--- config.mk ---
export PLATFORM = sky130hd
export DESIGN_NAME = elegant_storage_bank
export DESIGN_NICKNAME = d
export VERILOG_FILES = /design/src/rtl/elegant_storage_pkg.sv /design/src/rtl/storage_valid_tracker.sv /design/src/rtl/elegant_storage_bank.sv
export SDC_FILE = /design/constraint.sdc
export NUM_CORES = 1
export LEC_CHECK = 0
export BUFFER_PORTS_ARGS = -buffer_cell sky130_fd_sc_hd__buf_2
export CORE_MARGIN = 3
export CORE_UTILIZATION = 30
export CTS_BUF_LIST = sky130_fd_sc_hd__clkbuf_8
export CTS_CLUSTER_DIAMETER = 40
export DETAILED_ROUTE_END_ITERATION = 16
export SETUP_SLACK_MARGIN = 0.05
export SLEW_MARGIN = 0
export SYNTH_ARGS = -nofsm -noshare
export SYNTH_HDL_FRONTEND = slang
export SYNTH_SLANG_ARGS = --single-unit
export TNS_END_PERCENT = 1
--- constraint.sdc ---
create_clock -name clk -period 2.63 [get_ports clk]
set_clock_uncertainty 0.15 [all_clocks]
set_input_delay 0.263 -clock clk [delete_from_list [all_inputs] [get_ports clk]]
set_output_delay 0.263 -clock clk [all_outputs]
set_load 0.02 [all_outputs]
--- src/rtl/elegant_storage_pkg.sv ---
// Shared defaults and helpers for the elegant_storage_bank register store.
package elegant_storage_pkg;

    localparam int unsigned DEFAULT_WIDTH = 8;
    localparam int unsigned DEFAULT_DEPTH = 4;

    // An address is usable only below DEPTH; matters when DEPTH is not a power of two.
    function automatic logic addr_in_range(input logic [31:0] addr, input int unsigned depth);
        return (addr < depth);
    endfunction

endpackage

--- src/rtl/storage_valid_tracker.sv ---
// Per-entry valid bits plus a registered occupancy count, updated on the same edge.
module storage_valid_tracker
    import elegant_storage_pkg::*;
#(
    parameter int unsigned DEPTH = DEFAULT_DEPTH,
    localparam int unsigned AW = $clog2(DEPTH),
    localparam int unsigned CW = $clog2(DEPTH + 1)
) (
    input  logic             clk,
    input  logic             rst,
    input  logic             set_en,
    input  logic [AW-1:0]    set_idx,
    input  logic             clear,
    output logic [DEPTH-1:0] valid,
    output logic [CW-1:0]    valid_count
);

    logic [DEPTH-1:0] valid_q, valid_d;
    logic [CW-1:0]    count_q, count_d;

    // Clear and set on the same edge leave only the written entry valid.
    always_comb begin
        valid_d = clear ? '0 : valid_q;
        if (set_en) begin
            valid_d[set_idx] = 1'b1;
        end
        count_d = '0;
        for (int unsigned i = 0; i < DEPTH; i++) begin
            count_d = count_d + CW'(valid_d[i]);
        end
    end

    always_ff @(posedge clk) begin
        if (rst) begin
            valid_q <= '0;
            count_q <= '0;
        end else begin
            valid_q <= valid_d;
            count_q <= count_d;
        end
    end

    assign valid       = valid_q;
    assign valid_count = count_q;

endmodule

--- src/rtl/elegant_storage_bank.sv ---
// DEPTH x WIDTH store with registered read port and valid tracking.
// Define STORAGE_BYPASS_EN to forward same-edge write data to a same-address read.
module elegant_storage_bank
    import elegant_storage_pkg::*;
#(
    parameter int unsigned WIDTH = DEFAULT_WIDTH,
    parameter int unsigned DEPTH = DEFAULT_DEPTH,
    localparam int unsigned AW = $clog2(DEPTH),
    localparam int unsigned CW = $clog2(DEPTH + 1)
) (
    input  logic             clk,
    input  logic             rst,
    input  logic             write_enable,
    input  logic [AW-1:0]    write_addr,
    input  logic [WIDTH-1:0] data_in,
    input  logic             read_enable,
    input  logic [AW-1:0]    read_addr,
    input  logic             clear,
    output logic [WIDTH-1:0] data_out,
    output logic             read_valid,
    output logic             read_hit,
    output logic [CW-1:0]    valid_count
);

    logic [WIDTH-1:0] mem_q [DEPTH];
    logic [WIDTH-1:0] mem_d [DEPTH];
    logic [WIDTH-1:0] data_out_q, data_out_d;
    logic             read_valid_q, read_valid_d;
    logic             read_hit_q, read_hit_d;
    logic [DEPTH-1:0] valid;
    logic             wr_ok, rd_ok;

    assign wr_ok = write_enable & addr_in_range(32'(write_addr), DEPTH);
    assign rd_ok = addr_in_range(32'(read_addr), DEPTH);

    storage_valid_tracker #(.DEPTH(DEPTH)) u_valid_tracker (
        .clk        (clk),
        .rst        (rst),
        .set_en     (wr_ok),
        .set_idx    (write_addr),
        .clear      (clear),
        .valid      (valid),
        .valid_count(valid_count)
    );

    always_comb begin
        mem_d = mem_q;
        if (wr_ok) begin
            mem_d[write_addr] = data_in;
        end
    end

    // Reads sample pre-edge contents/valid bits unless bypass forwards the write.
    always_comb begin
        data_out_d   = data_out_q;
        read_hit_d   = read_hit_q;
        read_valid_d = read_enable;
        if (read_enable) begin
            if (!rd_ok) begin
                data_out_d = '0;
                read_hit_d = 1'b0;
            end else begin
                data_out_d = mem_q[read_addr];
                read_hit_d = valid[read_addr];
`ifdef STORAGE_BYPASS_EN
                if (wr_ok && (write_addr == read_addr)) begin
                    data_out_d = data_in;
                    read_hit_d = 1'b1;
                end
`endif
            end
        end
    end

    always_ff @(posedge clk) begin
        if (rst) begin
            for (int unsigned i = 0; i < DEPTH; i++) begin
                mem_q[i] <= '0;
            end
            data_out_q   <= '0;
            read_valid_q <= 1'b0;
            read_hit_q   <= 1'b0;
        end else begin
            mem_q        <= mem_d;
            data_out_q   <= data_out_d;
            read_valid_q <= read_valid_d;
            read_hit_q   <= read_hit_d;
        end
    end

    assign data_out   = data_out_q;
    assign read_valid = read_valid_q;
    assign read_hit   = read_hit_q;

endmodule

# After elaboration in Yosys (flattened, before gate mapping)
# Cells that the tools add are included.
dict set report op_classes {
  n_addsub 3
  magnitude_cmp 6
  mux 12
  bitwise_logic 3
  n_reduce_logical 2
}
# cell count
set op_table {}
lappend op_table {{bitwise mux 32 bit} 1}
lappend op_table {{two-way mux 8 bit} 3}
lappend op_table {{binary-select mux 8 bit (select 2 bit)} 1}
lappend op_table {{demux 8 bit (select 2 bit)} 1}
lappend op_table {{two-way mux 4 bit} 2}
lappend op_table {{adder 3 x 1 -> 3 bit} 2}
lappend op_table {{>= comparator 3 bit (second input constant)} 2}
lappend op_table {{less-than comparator 2 x 3 -> 1 bit (second input constant)} 2}
lappend op_table {{inverter 2 -> 3 bit} 2}
lappend op_table {{bitwise OR 4 bit} 1}
lappend op_table {{less-than comparator 3 x 1 -> 1 bit (second input constant)} 1}
lappend op_table {{adder 1 x 1 -> 2 bit} 1}
lappend op_table {{binary-select mux 1 bit (select 2 bit)} 1}
lappend op_table {{demux 1 bit (select 2 bit)} 1}
lappend op_table {{>= comparator 2 x 1 -> 1 bit (second input constant)} 1}
lappend op_table {{logical AND 1 bit} 2}
lappend op_table {{two-way mux 1 bit} 2}
dict set report word_totals {
  ff_bits 49
  in_bits 17
  word_cells 35
}

# Depth between registers and ports, before layout
dict set report logic_depth {
  ltp_word 9
  ltp_mapped 7
  mapped_depth_nobuf 6
}

# Modules after synthesis
# Synthesis repeated with hierarchy kept, for this count alone.
dict set report unflattened {
  hier_cells 179
  hier_area_um2 2020.7
}
# mod instances cells_per_inst area_each_um2
set modules_own_cells {}
lappend modules_own_cells {elegant_storage_bank 1 149 1712.9}
lappend modules_own_cells {storage_valid_tracker 1 30 307.8}

# Worst setup path before layout
# No wires, ideal clock.
dict set report synth_path {
  path_kind {input-to-reg}
  from {input write_enable}
  to {register u_valid_tracker.count_q[1], in the netlist u_valid_tracker.valid_count[1]}
  setup_time_ps 117
  t_arrival_ps 1739
  slack_ps 624
  cell_stages 7
  cell_sequence {nor3b_1 buf_4 a21o_1 ha_1 fa_1 ha_1 nor2b_1}
}
dict set report synth_via {
  elab_chain_len 4
}
# item line
set synth_rtl {}
lappend synth_rtl {{start, declared} elegant_storage_bank.sv:13} ;# input logic write_enable,
lappend synth_rtl {{two-way mux 4 bit} storage_valid_tracker.sv:24} ;# if (set_en) begin
lappend synth_rtl {{net u_valid_tracker.valid_d[0]} storage_valid_tracker.sv:18} ;# logic [DEPTH-1:0] valid_q, valid_d;
lappend synth_rtl {{adder 1 x 1 -> 2 bit} storage_valid_tracker.sv:29} ;# count_d = count_d + CW'(valid_d[i]);
lappend synth_rtl {{adder 3 x 1 -> 3 bit (2 in series)} storage_valid_tracker.sv:29}
lappend synth_rtl {{net u_valid_tracker.count_d[1]} storage_valid_tracker.sv:19} ;# logic [CW-1:0] count_q, count_d;
lappend synth_rtl {{end signal, assigned} storage_valid_tracker.sv:39} ;# count_q <= count_d;
lappend synth_rtl {{end, declared} storage_valid_tracker.sv:19}
# The timed path passes the listed nets, and every way through them passes these cells.
# A chain may end at the register's enable or synchronous reset.

# Worst setup path after layout
dict set report layout_path {
  from {register u_valid_tracker.valid_q[1], in the netlist u_valid_tracker.valid[1]}
  to {register u_valid_tracker.count_q[1], in the netlist u_valid_tracker.valid_count[1]}
}
dict set report layout_via {
  elab_chain_len 6
}
# item line
set layout_rtl {}
lappend layout_rtl {{start, declared} storage_valid_tracker.sv:18}
lappend layout_rtl {{start signal, assigned} storage_valid_tracker.sv:38} ;# valid_q <= valid_d;
lappend layout_rtl {{two-way mux 4 bit (*)} storage_valid_tracker.sv:23} ;# valid_d = clear ? '0 : valid_q;
lappend layout_rtl {{bitwise OR 4 bit (no line)} -}
lappend layout_rtl {{two-way mux 4 bit (*)} storage_valid_tracker.sv:24}
lappend layout_rtl {{net u_valid_tracker.valid_d[1]} storage_valid_tracker.sv:18}
lappend layout_rtl {{adder 1 x 1 -> 2 bit (*)} storage_valid_tracker.sv:29}
lappend layout_rtl {{adder 3 x 1 -> 3 bit (*) (2 in series)} storage_valid_tracker.sv:29}
lappend layout_rtl {{net u_valid_tracker.count_d[1]} storage_valid_tracker.sv:19}
# Mark *: on every way through the listed nets, which the timed path passes. The rest lies on a longest branch.

==> metrics <==
Hold Crit Class primary input to register; CP startpoint kind register; WS Path Type register to register; DRT Wirelength 4250 µm; Avg WL per Cell 14.7 µm; nets@finish 230; Max Slew Vio Count 0; Synth Instances 183; Util after Layout 35.4%; Root Buffer clkbuf_8; H-tree depth 2; CTS tree yes; RSZ-0062 raised after global routing no; sequential area share after synthesis 49.3%; routability-driven placement congestion ratio 0.648; syn avg cell area 10.9 µm²; CTS max path bufs 2; fmax 0.521 GHz; Inserted Diodes 0; Setup Buffers After CTS 0; Die Y-Extent 87.4 µm; PD cells 598 mW/mm²; post-CTS resize count 0; arrival time worst endpoint 1.93 ns; grt ovf 0; commonest non-fill, non-tap cell in the layout dfxtp_1; Synth Register Bits 49; Clock power frac 32.1%; start point of the worst hold path data_in[0]; max capacitance violation total 0; non-filler cells, final 288; Worst-path clk slew 0.09 ns; router iterations before antenna repair 6; internal power 1.01 mW; Area growth, synth to finish 13.6%; CORE AREA 0.00639 mm²; min Tclk post-route 1.92 ns; num ports 30; Hold-fix buffers, CTS 0; vias per cell 4.68; Final period util 73.0%; Setup TNS Final 0 ns; Inst Count DP 280; Worst Hold End mem_q[0]; Clock Latency Late Sink 0.30 ns; register area 981 µm²; Req. time, crit path 2.64 ns; Die W 87.4 µm; Leakage 1.04 nW; clock sink total 49; GRT Overall Usage 11.8%; syn_nets 203; largest area contributor in the netlist dfxtp_1; footprint of the multi-input gates 916 µm²; Setup crit end kind register; switching part of the total power 25.0%; total power draw 1.35 mW; Buffers on Ports 29; share of Yosys cell area claimed by the top area cell type 49.3%; layout cell share with drive strength beyond 1 23.2%; fillers 652; number of CTS-inserted buffers 5; status complete, no violations; Synth Warn # 0; Worst-Margin Slew 0.873 ns; Via Count 1348; DRC Markers 0; first-pass GRT wire length 6820 µm; largest net degree at the start of global routing 50; Peak VDD IR 0.188 mV; antenna violations before repair 0; worst reg2reg path endpoint u_valid_tracker.valid_count[1]; vias in the first global route 1302; starting density of the core 31.1%; DRT iter0 DRCs 100; final hold vios 0; CP Max Fanout 2; Flop pwr share 57.6%; Worst slew margin 41.8%; top cells by area, synth dfxtp_1 49%, mux2i_1 17%, mux4_2 10%; Netlist cell types 22; NetSw 0.338 mW; FF-to-FF Start u_valid_tracker.valid[1]; # rows 29; most frequent cells in the layout 49 x dfxtp_1, 33 x mux2i_1, 33 x nor2_1; reg2reg setup slack 0.71 ns; antenna-violating nets left 0; R2R cell count 6; Netlist Area Pre-Place 0.00199 mm²; Comb pwr share 10.3%; worst hold path stage count 3; post-DP HPWL 2990 µm; # setup viols final 0; die area 0.00764 mm²
==> flip-flops by register name, summed over array words and instances, names as in the netlist <==
register / cells
data_out: 8
read_valid: 1
u_valid_tracker.valid_count: 3
read_hit: 1
mem_q: 32
u_valid_tracker.valid: 4
==> Yosys cell counts <==
| master | count |
|---|---|
| a21o_1 | 2 |
| a21oi_1 | 8 |
| and3_1 | 1 |
| buf_2 | 2 |
| buf_4 | 4 |
| buf_6 | 1 |
| clkbuf_1 | 3 |
| clkbuf_8 | 1 |
| dfxtp_1 | 49 |
| dlygate4sd1_1 | 1 |
| fa_1 | 1 |
| ha_1 | 2 |
| inv_1 | 3 |
| mux2i_1 | 33 |
| mux4_2 | 9 |
| nand2_1 | 16 |
| nand3_1 | 1 |
| nand3b_1 | 2 |
| nor2_1 | 33 |
| nor2b_1 | 8 |
| nor3b_1 | 1 |
| o21ai_0 | 2 |
==> how the worst max path moves through the flow <==
stage | startpoint | endpoint | slack (ns) | cells past startpoint
final | u_valid_tracker.valid[1] | u_valid_tracker.valid_count[1] | 0.71 | 6
after floorplan | write_enable | u_valid_tracker.valid_count[1] | 0.62 | 7
after detailed placement | write_enable | u_valid_tracker.valid_count[1] | 0.52 | 7
after global routing | u_valid_tracker.valid[1] | u_valid_tracker.valid_count[1] | 0.62 | 6
after global placement | write_enable | u_valid_tracker.valid_count[1] | 0.57 | 7
after CTS | u_valid_tracker.valid[1] | u_valid_tracker.valid_count[1] | 0.70 | 6
==> logic make-up (layout without fill, tap and decap cells) <==
| group | after synthesis | after routing | share of synthesized area, % |
|---|---|---|---|
| adder cells (fa/ha/maj) | 3 | 3 | 2.27 |
| flip-flops | 49 | 49 | 49.3 |
| buffers and inverters | 15 | 43 | 4.85 |
| multiplexers | 42 | 42 | 26.8 |
| AO/OA/AOI/OAI | 12 | 12 | 3.27 |
| AND/OR/NAND/NOR | 62 | 62 | 13.5 |
==> final cells by class <==
| cell class | instances | share of cell area (%) |
|---|---|---|
| clock buffer | 5 | 3.05 |
| clock inverter | 3 | 0.776 |
| inverter | 3 | 0.499 |
| sequential | 49 | 43.4 |
| multi-input combinational | 119 | 40.6 |
| timing repair buffer | 32 | 7.42 |
| tap | 77 | 4.27 |
==> stage by stage <==
step | worst slack, ns | area [µm²] | hold slack [ns]
2_1_floorplan | 0.624 | 1990 | 0.249
3_3_place_gp | 0.569 | 2170 | 0.295
3_5_place_dp | 0.519 | 2170 | 0.298
4_1_cts | 0.697 | 2260 | 0.0731
5_1_grt | 0.619 | 2260 | 0.0707
6_report | 0.711 | 2260 | 0.0805
==> worst max-delay path, stage by stage (launching register included) <==
cell and delay (ns):
dfxtp_1 0.35, inv_1 0.04, o21ai_0 0.20, ha_1 0.29
fa_1 0.36, ha_1 0.26, nor2b_1 0.12
==> per-layer routing <==
metal / up-vias / part of all wire [%] / global-route usage, %
met2: 24 / 44 / 17.7
met5: - / 0 / 0
met1: 647 / 50 / 16.4
li1: 672 / - / -
met3: 5 / 4.1 / 3.12
met4: 0 / 1.6 / 4.18
==> power groups by stage <==
stage,clock network [mW],registers (mW),logic (mW)
after global routing,0.483,0.782,0.154
final,0.434,0.778,0.139
after floorplan,0,0.801,0.0900
after CTS,0.449,0.779,0.141
after global placement,0,0.795,0.139
after detailed placement,0,0.796,0.141
Note: power is estimated with default switching activity, not from simulation.
